===== config.mk =====
export PLATFORM = sky130hd
export DESIGN_NAME = exp_sched
export DESIGN_NICKNAME = d
export VERILOG_FILES = /design/src/rtl/exp_pkg.sv /design/src/rtl/rr_arbiter.sv /design/src/rtl/exp_sched.sv
export SDC_FILE = /design/constraint.sdc
export NUM_CORES = 1
export LEC_CHECK = 0
export ABC_AREA = 1
export ABC_CLOCK_PERIOD_IN_PS = 2900
export CORE_ASPECT_RATIO = 1.25
export CORE_UTILIZATION = 43
export DETAILED_ROUTE_END_ITERATION = 12
export PLACE_DENSITY = 0.92
export SLEW_MARGIN = 20
export SYNTH_ARGS = -nofsm -noshare
export SYNTH_HDL_FRONTEND = slang
export SYNTH_HIERARCHICAL = 1
export SYNTH_SLANG_ARGS = --single-unit

===== constraint.sdc =====
create_clock -name clk -period 2.9 [get_ports clk]
set_clock_uncertainty 0.05 [all_clocks]
set_input_delay 0.29 -clock clk [delete_from_list [all_inputs] [get_ports clk]]
set_output_delay 0.29 -clock clk [all_outputs]
set_load 0.01 [all_outputs]

===== src/rtl/exp_pkg.sv =====
// Shared widths, fixed-point positions, FSM state type and the reciprocal
// table generator for the exp Taylor-series sequencer.
package exp_pkg;

    localparam int EXP_X_W    = 21;
    localparam int EXP_Y_W    = 27;
    localparam int RECIP_W    = 17;
    localparam int X_FRAC     = 17;
    localparam int Y_FRAC     = 23;
    localparam int RECIP_FRAC = 15;

    typedef enum logic [1:0] {
        IDLE  = 2'd0,
        INIT  = 2'd1,
        RUN   = 2'd2,
        DRAIN = 2'd3
    } sched_state_t;

    // Iteration k of nterm multiplies by 1/(nterm+1-k), so Horner evaluation
    // walks from the highest-order term down to 1/1.
    function automatic logic [RECIP_W-1:0] recip_rom(input int k, input int nterm);
        int den;
        den = nterm + 1 - k;
        if (k < 1 || k > nterm) begin
            return '0;
        end
        return RECIP_W'((1 << RECIP_FRAC) / den);
    endfunction

endpackage


===== src/rtl/rr_arbiter.sv =====
// Combinational round-robin pick: first asserted request at or after ptr,
// wrapping modulo NREQ.
module rr_arbiter #(
    parameter int NREQ = 4,
    localparam int IDW = $clog2(NREQ)
) (
    input  logic [NREQ-1:0] req,
    input  logic [IDW-1:0]  ptr,
    output logic [NREQ-1:0] gnt,
    output logic [IDW-1:0]  id
);

    always_comb begin
        int idx;
        logic found;
        logic [IDW-1:0] idx_b;
        gnt   = '0;
        id    = '0;
        found = 1'b0;
        idx   = 0;
        idx_b = '0;
        for (int i = 0; i < NREQ; i++) begin
            idx = int'(ptr) + i;
            if (idx >= NREQ) begin
                idx = idx - NREQ;
            end
            idx_b = IDW'(idx);
            if (!found && req[idx_b]) begin
                found      = 1'b1;
                gnt[idx_b] = 1'b1;
                id         = idx_b;
            end
        end
    end

endmodule


===== src/rtl/exp_sched.sv =====
// Arbitrates NREQ requesters onto one shared exp unit and sequences its
// init/run/recip protocol, returning each result tagged with its requester id.
module exp_sched
    import exp_pkg::*;
#(
    parameter int NREQ  = 4,
    parameter int NTERM = 15,
    parameter int Y_LAT = 2,
    localparam int IDW  = $clog2(NREQ)
) (
    input  logic                      clk,
    input  logic                      reset,
    input  logic [NREQ-1:0]           req,
    input  logic [NREQ*EXP_X_W-1:0]   x_in,
    output logic [NREQ-1:0]           gnt,
    output logic                      exp_init,
    output logic                      exp_run,
    output logic [EXP_X_W-1:0]        exp_x,
    output logic [RECIP_W-1:0]        exp_recip,
    input  logic [EXP_Y_W-1:0]        exp_y,
    output logic                      rsp_valid,
    output logic [IDW-1:0]            rsp_id,
    output logic [EXP_Y_W-1:0]        rsp_y,
    output logic                      busy
);

    localparam int KW = $clog2(NTERM + 1);
    localparam int DW = $clog2(Y_LAT + 1);
    localparam logic [KW-1:0]  K_FIRST = KW'(1);
    localparam logic [KW-1:0]  K_LAST  = KW'(NTERM);
    localparam logic [DW-1:0]  D_FIRST = DW'(1);
    localparam logic [DW-1:0]  D_LAST  = DW'(Y_LAT);
    localparam logic [IDW-1:0] ID_LAST = IDW'(NREQ - 1);

    sched_state_t         state;
    logic [IDW-1:0]       rr_ptr;
    logic [IDW-1:0]       cur_id;
    logic [IDW-1:0]       arb_id;
    logic [NREQ-1:0]      arb_gnt;
    logic [KW-1:0]        k;
    logic [DW-1:0]        d;
    logic [RECIP_W-1:0]   recip_tbl [NTERM+1];

    for (genvar g = 0; g <= NTERM; g++) begin : g_recip
        assign recip_tbl[g] = recip_rom(g, NTERM);
    end

    rr_arbiter #(
        .NREQ (NREQ)
    ) u_arb (
        .req (req),
        .ptr (rr_ptr),
        .gnt (arb_gnt),
        .id  (arb_id)
    );

    // k holds the iteration currently on exp_run; its recip is loaded one
    // cycle early so both reach the unit together.
    always_ff @(posedge clk) begin
        if (reset) begin
            state     <= IDLE;
            rr_ptr    <= '0;
            cur_id    <= '0;
            k         <= '0;
            d         <= '0;
            gnt       <= '0;
            exp_init  <= 1'b0;
            exp_run   <= 1'b0;
            exp_x     <= '0;
            exp_recip <= '0;
            rsp_valid <= 1'b0;
            rsp_id    <= '0;
            rsp_y     <= '0;
            busy      <= 1'b0;
        end else begin
            gnt       <= '0;
            exp_init  <= 1'b0;
            rsp_valid <= 1'b0;
            case (state)
                IDLE: begin
                    if (|req) begin
                        cur_id   <= arb_id;
                        exp_x    <= x_in[arb_id*EXP_X_W +: EXP_X_W];
                        gnt      <= arb_gnt;
                        exp_init <= 1'b1;
                        busy     <= 1'b1;
                        state    <= INIT;
                    end
                end
                INIT: begin
                    rr_ptr    <= (cur_id == ID_LAST) ? '0 : cur_id + 1'b1;
                    k         <= K_FIRST;
                    exp_run   <= 1'b1;
                    exp_recip <= recip_tbl[K_FIRST];
                    state     <= RUN;
                end
                RUN: begin
                    if (k == K_LAST) begin
                        exp_run   <= 1'b0;
                        exp_recip <= '0;
                        d         <= D_FIRST;
                        state     <= DRAIN;
                    end else begin
                        k         <= k + 1'b1;
                        exp_recip <= recip_tbl[k + 1'b1];
                    end
                end
                DRAIN: begin
                    // exp_y only settles in the final drain cycle.
                    if (d == D_LAST) begin
                        rsp_y     <= exp_y;
                        rsp_id    <= cur_id;
                        rsp_valid <= 1'b1;
                        busy      <= 1'b0;
                        state     <= IDLE;
                    end else begin
                        d <= d + 1'b1;
                    end
                end
                default: begin
                    state <= IDLE;
                end
            endcase
        end
    end

endmodule

---- Word-level counts from Yosys, hierarchy flattened ----
Memories as Yosys holds them, arrays and structs flattened.
Index checks and enable logic that the tools add are counted.
storage, ports and cells
  word-level logic and storage cells ...... 135
  output and inout port bits .............. 75
  input bits .............................. 117
  memories kept ........................... 1
  bits in read-only memories .............. 272
  bits in registers ....................... 87
operators by class
  magnitude comparators ................... 13
  bitwise gates (word level) .............. 7
  reduce and logical (&&, ||, !) cells .... 25
  add/subtract/negate cells ............... 10
  equality and inequality tests ........... 11
  shift-type cells ........................ 1
  muxes and demuxes ....................... 52
  multiply operators ...................... 1
memory list
  name              words  bits a word  rd ports  clocked after Yosys merged registers in  wr ports  RTL line          source
  (name not given)  16     17           1         0                                        0         exp_sched.sv:105  exp_recip <= recip_tbl[k + 1'b1];
operator list
  cell                                                                          count
  84-bit by 8-bit variable part select with 21-bit output                       1
  17-bit 2-to-1 mux                                                             3
  17-bit one-hot mux with 2 select lines                                        1
  2-bit 2-to-1 mux                                                              14
  4-bit 2-to-1 mux                                                              5
  1-bit 2-to-1 mux                                                              16
  2-bit by 3-bit less-than comparator with 1-bit output, second input constant  4
  4-bit bitwise OR                                                              3
  2-bit != test, second input constant                                          5
  3-bit >= comparator, second input constant                                    3
  3-bit AND reduction                                                           3
  1-bit binary-select mux with 2-bit select                                     4
  1-bit demux with 2-bit select                                                 4
  2-bit equality test, second input constant                                    4
  2-bit by 1-bit >= comparator with 1-bit output, second input constant         4
  2-bit one-hot mux with 4 select lines                                         1
  4-bit one-hot mux with 2 select lines                                         1
  2-bit AND reduction                                                           4
  2-bit by 1-bit subtractor with 2-bit output, second input constant            4
  1-bit logical AND                                                             7
  2-bit by 5-bit multiplier with 7-bit output, second input constant            1
  2-bit by 2-bit adder with 3-bit output, second input constant                 2
  2-bit nonzero test                                                            3
  5-bit >= comparator, second input constant                                    1
  other kinds (15)                                                              22

---- Depth between registers and ports, before layout ----
  word-level depth ........................ 16
  depth in mapped cells ................... 17
  gate-level depth less buffers ........... 14

---- Hierarchy ----
Netlist, hierarchy kept.
by module, submodules not included
  module      sequential area each (µm²)  area each (µm²)  times used  cells an instance
  exp_sched   1,721.7                     3,996.3          1           565
  rr_arbiter  0.0                         476.7            1           82

---- Worst setup path before layout ----
OpenSTA, ideal clock, no wires.
  path type ............................... flip-flop to flip-flop
  from .................................... reg rr_ptr[1]
  to ...................................... reg exp_x[10]
  cell stages (with the launch flop) ...... 16
  library setup time ...................... 0.064 ns
  path buffers ............................ 2
  setup slack ............................. 0.528 ns
  required time ........................... 2.786 ns
  data arrival time ....................... 2.258 ns
  period minus slack after synthesis ...... 2.372 ns
  cells stage by stage .................... dfxtp_1 > inv_1 > ha_1 > inv_1 > nand3_1 > nand2_1 > nand3_1 > nor2_1 > nor2_1 > nor2_1 > buf_2 > clkbuf_1 > o21ai_0 > o22ai_1 > nor2_1 > nor2_1
between the ends
  word-level cells in the longest chain between the ends .. 16
  elaborated cells between the ends (all ways) .. 38
  classes of those cells .................. 7 x add/sub; 1 x mul; 4 x order compare; 1 x shift; 19 x mux; 6 x reduce/logical
RTL lines
  item                                                                                             RTL line          source
  start: declaration                                                                               exp_sched.sv:36   logic [IDW-1:0] rr_ptr;
  start signal: assignment                                                                         exp_sched.sv:91   rr_ptr <= (cur_id == ID_LAST) ? '0 : cur_id + 1'b1;
  parallel branches: the longest is 13 deep, another holds 2-bit by 1-bit adder with 3-bit output  n/a
  2-bit 2-to-1 mux (*)                                                                             rr_arbiter.sv:28  if (!found && req[idx_b]) begin
  via arb_id[0]                                                                                    exp_sched.sv:38   logic [IDW-1:0] arb_id;
  2-bit by 5-bit multiplier with 7-bit output (*)                                                  exp_sched.sv:83   exp_x <= x_in[arb_id*EXP_X_W +: EXP_X_W];
  84-bit by 8-bit variable part select with 21-bit output (*)                                      exp_sched.sv:83
  end signal: assignment                                                                           exp_sched.sv:83
  end: declaration                                                                                 exp_sched.sv:18   output logic [EXP_X_W-1:0] exp_x,
Mark *: on every way through the listed nets, which the timed path passes. The select of a mux whose other input is x is not followed.
A chain may end at the register's enable or synchronous reset.

---- Final worst setup path ----
  from .................................... reg rr_ptr[0]
  to ...................................... reg exp_x[12]
Same word-level chain as after synthesis.

==> metrics.md <==
| Metric | Value |
|---|---|
| Post-synth EDFFs | 0 |
| Worst ir drop on vdd | 0.613 mV |
| DIE WIDTH | 93.2 um |
| Clk sink count | 86 |
| Post-route cell area | 0.00678 mm^2 |
| WL per Instance | 13.6 um |
| CP Cell Sequence | inv_6, ha_1, inv_1, nand3_1, nand2_1, nand3_1, nor2_1, nor2_1, nor2_2, inv_1, buf_12, o21ai_0, o22ai_1, nor2_1, nor2_1 |
| Total count of hold-check failures in the final report | 0 |
| Synth Warn # | 6 |
| Crit path buffers/inverters | 4 |
| CTS Buf Count | 9 |
| Final period util | 0.890 |
| Largest area contributor in the synthesized netlist | sky130_fd_sc_hd__dfxtp_1 |
| Leading post-synthesis cells by cell area | sky130_fd_sc_hd__dfxtp_1 (38%), sky130_fd_sc_hd__nor2_1 (14%), sky130_fd_sc_hd__o21ai_0 (11%) |
| Ports | 192 |
| Number of synthesized register bits | 86 |
| Final setup TNS | 0 ns |
| Nets | 960 |
| Core Footprint | 0.0101 mm^2 |
| Deepest clock path buffer count | 2 |
| Period minus WS final | 2.58 ns |
| Cell at the root of the clock tree | sky130_fd_sc_hd__clkbuf_16 |
| Number of max-slew violations in the final report | 0 |
| Count of distinct cell types in the synthesized netlist | 33 |
| Worst Setup Path Type | flop to flop |
| Class of the tightest hold or removal check | flop to flop |
| Fill cells | 824 |
| Antenna fix cells | 0 |
| Main flop type after synthesis | sky130_fd_sc_hd__dfxtp_1 |
| Final WS setup | 0.319 ns |
| Worst setup EP type | flop |
| Largest net degree at the start of global routing | 60 |
| Startpoint of the worst register-to-register path | rr_ptr[0] |
| Sum of internal, switching and leakage power | 0.00627 W |
| Placed wire-length estimate | 9.28 mm |
| Most frequent cell after synthesis | sky130_fd_sc_hd__nor2_1 |
| Vias per inst | 5.10 |
| Total wire length | 13.0 mm |
| CP delay by family, top | simple AND/OR/NAND/NOR gates |
| Crit path DAT | 2.76 ns |
| Fraction of final layout cells with drive strength greater than 1 | 0.0579 |
| Startpoint Class | flop |
| Post-synthesis to final-layout area growth | 51.5% |
| Effective utilization at floorplan | 0.443 |
| Final weighted congestion of routability-driven global placement | 0.948 |
| Remaining Overflow, GRT | 0 |
| Y dimension of the die | 116 um |
| Share of the synthesized area in the top cell type | 0.385 |
| Worst path most repeated cell | sky130_fd_sc_hd__nor2_1 |
| Transition time of the tightest slew-check pin | 1.00 ns |
| Wire length of the first global-routing pass | 20.3 mm |
| Number of nets with antenna violations after detailed routing | 0 |
| CTS tree | built |
| Hold Path Origin | exp_recip[4] |
| List of most frequent post-synthesis cells | sky130_fd_sc_hd__nor2_1 (165), sky130_fd_sc_hd__o21ai_0 (102), sky130_fd_sc_hd__dfxtp_1 (86) |
| Setup crit start | rr_ptr[0] |
| Leakage | 2.69 nW |
| Setup violation total in the final timing report | 0 |
| RSZ-0062 raised after global routing | false |
| Data required time of the critical path | 3.08 ns |
| Top achievable clock speed | 0.387 GHz |
| Num rows | 41 |
| Mean instance size in the synthesized netlist | 6.91 um^2 |
| Post-Synthesis Net Count | 783 |
| Run status | finished clean |
| Quantity of hold-fixing buffers added after cts | 0 |
| Deepest level of the CTS H-tree | 3 |
| Final design utilization | 0.671 |
| Total power density per cell area | 925 mW/mm^2 |
| Critical path's largest stage delay | 0.40 ns |
| Number of maximum-capacitance violations | 0 |
| Clock Latency Late Sink | 0.34 ns |
| DRC violations left | 0 |
| Number of global-route vias before repair | 4,362 |
| 1st-iter DRT viols | 219 |
| Relative slew slack | 0.329 |
| Clock transition at the registers of the reported paths | 0.06 ns |
| Mapped Area | 0.00447 mm^2 |
| Share of synthesized flip-flops with an asynchronous set or reset | 0 |
| Total of buffers placed on input and output ports | 190 |
| CP max-delay cell | sky130_fd_sc_hd__dfxtp_1 |
| Sequential cell area fraction in the yosys report | 0.385 |
| Routed via count | 4,886 |
| GR Util All Layers | 0.238 |
| Post-Place Cell Area | 0.00648 mm^2 |
| Die Area | 0.0108 mm^2 |
| Antenna violations before repair | 0 |
| Worst Setup Slack post-DPL | 0.317 ns |
| Post-synthesis instance total | 647 |
| TritonRoute pass-1 iters | 5 |
| Crit Path Max Fanout | 34 |
==> state kept, by name (all words and copies together), names as in the netlist <==
signal	flops
busy	1
exp_run	1
exp_x	21
rsp_valid	1
rsp_y	27
cur_id	2
exp_init	1
rsp_id	2
k	4
exp_recip	16
state	2
gnt	4
d	2
rr_ptr	2
==> cell type report <==
class                           count  area, um^2  share of cell area
Clock buffer                       13         270              0.0399
Clock inverter                      3        25.0             0.00369
Inverter                           43         166              0.0246
Multi-Input combinational cell    483        2430               0.359
Sequential cell                    86        1720               0.254
Tap cell                          129         161              0.0238
Timing Repair Buffer              201        2000               0.295
==> per-layer routing <==
| layer | share of wire | track usage | wire, um | up-vias |
|---|---|---|---|---|
| li1 | - | - | - | 2493 |
| met1 | 0.40 | 0.273 | 5230 | 2184 |
| met2 | 0.51 | 0.423 | 6690 | 190 |
| met3 | 0.064 | 0.0512 | 833 | 19 |
| met4 | 0.021 | 0.106 | 276 | 0 |
| met5 | 0 | 0 | 0 | - |
==> what timing repair did <==
item,4_1_cts,5_1_grt
resized for setup,0,1
buffers inserted,0,0
endpoints found under the setup margin,0,2
==> worst register-to-register path: cells and delay by family (launching register included) <==
family / cells / cell delay, ns
buf+inv: 4 / 0.61
fa+ha+maj: 1 / 0.35
compound gates: 2 / 0.26
flops: 1 / 0.40
simple gates: 8 / 0.80
==> power by group <==
| part | internal [W] | switching, W | leakage (nW) |
|---|---|---|---|
| Clock | 0.000656 | 0.000471 | 0.142 |
| Combinational | 0.00144 | 0.00214 | 1.85 |
| Sequential | 0.00141 | 0.000143 | 0.702 |
| Total | 0.00351 | 0.00276 | 2.69 |
==> logic make-up after synthesis <==
logic type	synth area share
fa+ha+maj	0.0531
compound gates	0.205
buf+inv	0.0722
flops	0.385
other cells	0.000838
simple gates	0.284
==> cell usage in the layout, fill, tap and decap left out, types with 2 or more instances in the layout <==
| master | count |
|---|---|
| sky130_fd_sc_hd__clkbuf_8 | 3 |
| sky130_fd_sc_hd__inv_6 | 2 |
| sky130_fd_sc_hd__o21ai_0 | 102 |
| sky130_fd_sc_hd__inv_2 | 2 |
| sky130_fd_sc_hd__clkbuf_16 | 9 |
| sky130_fd_sc_hd__nand4_1 | 5 |
| sky130_fd_sc_hd__o22ai_1 | 21 |
| sky130_fd_sc_hd__o211ai_1 | 3 |
| sky130_fd_sc_hd__clkdlybuf4s50_1 | 190 |
| sky130_fd_sc_hd__or2_1 | 2 |
| sky130_fd_sc_hd__nand2_2 | 5 |
| sky130_fd_sc_hd__nor2_2 | 2 |
| sky130_fd_sc_hd__nor2_8 | 2 |
| sky130_fd_sc_hd__nand2_1 | 63 |
| sky130_fd_sc_hd__nor3_1 | 5 |
| sky130_fd_sc_hd__nand3_2 | 2 |
| sky130_fd_sc_hd__buf_4 | 9 |
| sky130_fd_sc_hd__nand3_1 | 37 |
| sky130_fd_sc_hd__o21ai_1 | 5 |
| sky130_fd_sc_hd__inv_1 | 40 |
| sky130_fd_sc_hd__nor2_1 | 164 |
| sky130_fd_sc_hd__a21boi_0 | 4 |
| sky130_fd_sc_hd__nand2_4 | 4 |
| sky130_fd_sc_hd__ha_1 | 19 |
| sky130_fd_sc_hd__dfxtp_1 | 86 |
| sky130_fd_sc_hd__a21oi_1 | 31 |
==> per-stage QoR <==
step	hold slack, ns	instances
after floorplan	0.318	647
after global placement	0.402	942
after detailed placement	0.407	942
after CTS	0.417	958
after global routing	0.440	958
final	0.415	958
==> final timing paths <==
kind,slack [ns],endpoint,cells after the start
hold / removal,0.41,exp_recip[4],2
setup / recovery,0.32,exp_x[12],15
setup reg to reg,0.32,exp_x[12],15
hold reg to reg,0.41,exp_recip[4],2
No activity file was read; power rests on OpenSTA's default activity.
